### src/rtl/digi2hex_6bit.sv
// digi2hex_6bit: decodes a two-digit 7-segment display (00..63) into a 6-bit value
// through a two-stage valid/ready pipeline, flagging illegal displays and counting errors.
module digi2hex_6bit (
    input  logic       clock,
    input  logic       rst_n,
    input  logic       in_valid,
    output logic       in_ready,
    input  logic [6:0] digi_1,
    input  logic [6:0] digi_0,
    output logic       out_valid,
    input  logic       out_ready,
    output logic [5:0] hex,
    output logic       err,
    output logic [7:0] err_cnt
);
    // {illegal, bcd}; blank decodes as a legal 0 here and each digit position adds its own rules
    function automatic logic [4:0] seg_dec(input logic [6:0] s);
        case (s)
            7'b0111111: seg_dec = 5'd0;
            7'b0011000: seg_dec = 5'd1;
            7'b1110110: seg_dec = 5'd2;
            7'b1111100: seg_dec = 5'd3;
            7'b1011001: seg_dec = 5'd4;
            7'b1101101: seg_dec = 5'd5;
            7'b1101111: seg_dec = 5'd6;
            7'b0111000: seg_dec = 5'd7;
            7'b1111111: seg_dec = 5'd8;
            7'b1111101: seg_dec = 5'd9;
            7'b0000000: seg_dec = 5'd0;
            default:    seg_dec = 5'b10000;
        endcase
    endfunction
    logic [4:0] t_dec;
    logic [4:0] o_dec;
    logic       t_bad;
    logic       o_bad;
    logic       s1_valid;
    logic [3:0] s1_t;
    logic [3:0] s1_o;
    logic       s1_bad;
    logic [6:0] sum;
    logic       rng_bad;
    logic       s1_advance;
    always_comb begin
        t_dec = seg_dec(digi_1);
        o_dec = seg_dec(digi_0);
        t_bad = t_dec[4] | (t_dec[3:0] > 4'd6);
        o_bad = o_dec[4] | (digi_0 == 7'd0);
        sum = {3'd0, s1_t} * 7'd10 + {3'd0, s1_o};
        rng_bad = s1_bad | (sum > 7'd63);
        s1_advance = ~out_valid | out_ready;
        in_ready = rst_n & (~s1_valid | s1_advance);
    end
    always_ff @(posedge clock) begin
        if (!rst_n) begin
            s1_valid <= 1'b0;
            s1_t <= 4'd0;
            s1_o <= 4'd0;
            s1_bad <= 1'b0;
            out_valid <= 1'b0;
            hex <= 6'd0;
            err <= 1'b0;
            err_cnt <= 8'd0;
        end else begin
            if (in_ready) begin
                s1_valid <= in_valid;
                if (in_valid) begin
                    s1_t <= t_dec[3:0];
                    s1_o <= o_dec[3:0];
                    s1_bad <= t_bad | o_bad;
                end
            end
            if (s1_advance) begin
                out_valid <= s1_valid;
                if (s1_valid) begin
                    hex <= rng_bad ? 6'd0 : sum[5:0];
                    err <= rng_bad;
                end
            end
            if (out_valid && out_ready && err && err_cnt != 8'hff)
                err_cnt <= err_cnt + 8'd1;
        end
    end
endmodule

### config.mk
export PLATFORM = sky130hd
export DESIGN_NAME = digi2hex_6bit
export DESIGN_NICKNAME = d
export VERILOG_FILES = /design/src/rtl/digi2hex_6bit.sv
export SDC_FILE = /design/constraint.sdc
export NUM_CORES = 1
export LEC_CHECK = 0
export CELL_PAD_IN_SITES_DETAIL_PLACEMENT = 2
export CELL_PAD_IN_SITES_GLOBAL_PLACEMENT = 2
export CORE_MARGIN = 10
export CORE_UTILIZATION = 31
export DETAILED_ROUTE_END_ITERATION = 10
export GPL_TIMING_DRIVEN = 0
export PLACE_DENSITY_LB_ADDON = 0.1
export SYNTH_ARGS = -nofsm -noshare
export SYNTH_HDL_FRONTEND = slang
export SYNTH_SLANG_ARGS = --single-unit
export TNS_END_PERCENT = 20
### constraint.sdc
create_clock -name clock -period 3 [get_ports clock]
set_input_delay 0.3 -clock clock [delete_from_list [all_inputs] [get_ports clock]]
set_output_delay 0.3 -clock clock [all_outputs]
set_load 0.01 [all_outputs]
==> metrics.md <==
| Metric | Value |
|---|---|
| Status | finished clean |
| Syn nets | 217 |
| Largest net degree at the start of global routing | 15 |
| First-pass GRT wire length | about 8800 µm |
| Critical path class | in -> out |
| Worst r2r src | s1_t[1]$_SDFFE_PN0P_ |
| Clock transition at the registers of the reported paths | 0.09 ns |
| Final Total Pwr | just over 700 µW |
| Relative slew slack | 62.4% |
| # fillers | 621 |
| Total GRT Usage | 11.8% |
| Proportion of synthesized area in mux cells | 0.582% |
| Worst-case clock buffer depth | 2 |
| Core area | 5440 µm² |
| Ranking of synthesized cells by area | dfxtp_1, ha_1, a32o_1 |
| DIE HEIGHT | 94.5 µm |
| CTS Hold Bufs | 0 |
| Register-to-Register Path Depth | 8 |
| Port bufs | 28 |
| Setup TNS | 0 ns |
| Final core utilization | 39.4% |
| Crit Path Max Fanout | 10 |
| Post-CTS Resized | 0 |
| Top cells by count, synth | dfxtp_1, inv_1, nand2_1 |
| DRT iter0 DRCs | 63 |
| Final Critical Period | roughly 2.6 ns |
| Final-stage net count | between 200 and 300 |
| Count leader, synth | dfxtp_1 |
| Vias per cell | 5.35 |
| Synth cell types | 58 |
| Complex-gate fraction of the synthesized area | 23.3% |
| Dominant synthesized flop cell | dfxtp_1 |
| Synthesized cell area | around 1700 µm² |
| P&R area growth vs syn | 24.7% |
| DRC errors left | 0 |
| Cell Pwr Density | 331 nW/µm² |
| Synth Instances | 190 |
| R2R Path End | hex[4]$_SDFFE_PN0P_ |
| Detailed-route via count | approximately 1,600 |
| Final wirelength | 5240 µm |
| Clk root buf | clkbuf_8 |
| Syn_area_per_cell | between 9 and 10 µm² |
| Ports | 35 |
| Setup violations, final | 0 |
| Drt wl/cell | 17.8 µm |
| Layout Skew | 0.00272 ns |
| Met1 WL | between 2000 and 2500 µm |
| #FFs+latches synth | 26 |
| Placer Congestion | 0.815 |
| Main combinational cell family by area after synthesis | simple AND/OR/NAND/NOR gates |
| Worst-Skew Late Latency | 0.27 ns |
| Share of the synthesized area in the top cell type | 30.3% |
| DP HPWL | about 4300 µm |
| Tightest Pin Transition | ~0.56 ns |
| Synth Warn # | 0 |
| H-Tree Depth | 1 |
| Initial antenna violation count | 0 |
| Fin Hold WS | 0.436 ns |
| Type of the worst min-delay path | in -> reg |
| Synth Area in XOR/XNOR | 5.60% |
| Total of max-cap violations | 0 |
| Initial Util | between 30% and 40% |
| Layout cells sized above 1 | between 7 and 8% |
| Num Clock Sinks | 26 |
| Die area | 8920 µm² |
| Crit path capture | in_ready |
| Top Layer Used | met4 |
| Metal3 WL | 175 µm |
| Area taken by multi-input logic gates | 1110 µm² |
| Total grt overflow | 0 |
| CTS tree | yes |
| Critical Path Start Type | input port |
| WL met2 | 2580 µm |
| CP required | 2.70 ns |
| Max VDD drop | 0.133 mV |
| Flop2flop setup slack | 0.44 ns |
| RSZ-0062 raised after global routing | false |
| Crit. End Element | primary output |
| Fin crit share | between 80% and 90% |
| Cell Rows | 27 |
| Setup Buffers After CTS | 0 |
| Sequential Area | 520 µm² |
| Arr. time, crit path | 2.35 ns |
| Post-synth top area cell | dfxtp_1 |
| TritonRoute pass-1 iters | 4 |
| F_max | 0.377 GHz |
| Post-Synth Adder-Cell Area | 7.42% |
| Fin. Hold Viols | 0 |
| Die width | ~94 µm |
| Max-slew violations | 0 |
| Async SR Flop Fraction | 0% |
| Leak pwr | just under 0.0008 µW |
| CTS Buf Count | 3 |
| Post-route ant nets | 0 |
| Vias in the first global route | about 1,800 |
| Simple-gate portion of the synthesized area | 27.5% |
| Number of synthesized flops with an enable pin | 0 |
| Register area share after synthesis | a little under a third |
| ANT cells | 0 |
| Crit. Startpoint | rst_n |
how the worst min path moves through the flow:
stage,startpoint,to,depth (start not counted)
floorplan,in_valid,s1_valid$_SDFFE_PN0P_,1
finish,digi_0[0],s1_o[3]$_SDFFE_PN0P_,3
detailed placement,hex[5]$_SDFFE_PN0P_,hex[5]$_SDFFE_PN0P_,1
CTS,digi_0[0],s1_o[3]$_SDFFE_PN0P_,3
global placement,hex[4]$_SDFFE_PN0P_,hex[4]$_SDFFE_PN0P_,1
global route,digi_0[0],s1_o[3]$_SDFFE_PN0P_,3
placed cells by master, fill, tap and decap left out, types with 5 or more instances in the layout:
cell type,n
a32o_1,7
and2_1,8
inv_1,11
xor2_1,6
clkdlybuf4s50_1,28
nand2_1,11
nand3_1,10
ha_1,7
o21ai_0,5
o21ai_1,5
dfxtp_1,26
a21oi_1,6
xnor2_1,5
clkbuf_1,8
cells by family (layout without fill, tap and decap cells):
family	count (synthesis)	count (layout)
compound gates	50	50
xor+xnor	11	11
fa+ha+maj	9	9
buf+inv	22	54
flops	26	26
mux	1	1
simple gates	71	71
final cells by class:
class                   instances  share of cell area (%)
plain buffers                  11                    2.33
clock buffers                   4                    2.57
repair buffers                 28                    13.1
well taps                      72                    4.20
inverters                      11                    1.93
flip-flops and latches         26                    24.3
multi-input cells             142                    51.6
routing by layer:
| layer | GRT usage, % | vias up |
|---|---|---|
| met3 | 1.74 | 6 |
| met4 | 3.99 | 0 |
| met5 | 0 | - |
| met1 | 14.0 | 753 |
| li1 | - | 780 |
| met2 | 21.3 | 34 |
state kept, by name, summed over array words and instances (netlist names):
signal	flops
err_cnt	8
hex	6
s1_o	4
s1_t	4
err	1
out_valid	1
s1_bad	1
s1_valid	1
stage by stage:
step / instance area, µm² / std cells / setup WS, ns
floorplan: 1720 / 190 / 0.722
global placement: 2090 / 290 / 0.363
detailed placement: 2090 / 290 / 0.329
CTS: 2140 / 294 / 0.336
global route: 2140 / 294 / 0.222
finish: 2140 / 294 / 0.350
power by group:
part / leakage [µW] / total [µW] / internal [µW] / switching (µW)
Combinational: 0.000530 / 119 / 51.9 / 67.0
Sequential: 0.000211 / 360 / 352 / 7.45
Clock: 0.0000288 / 232 / 118 / 114
critical path: stages:
cell and delay, ns:
clkdlybuf4s50_1 0.52, clkbuf_1 0.39, clkbuf_1 0.41, and2_1 0.19, clkdlybuf4s50_1 0.54
Note: power is estimated with default switching activity, not from simulation.
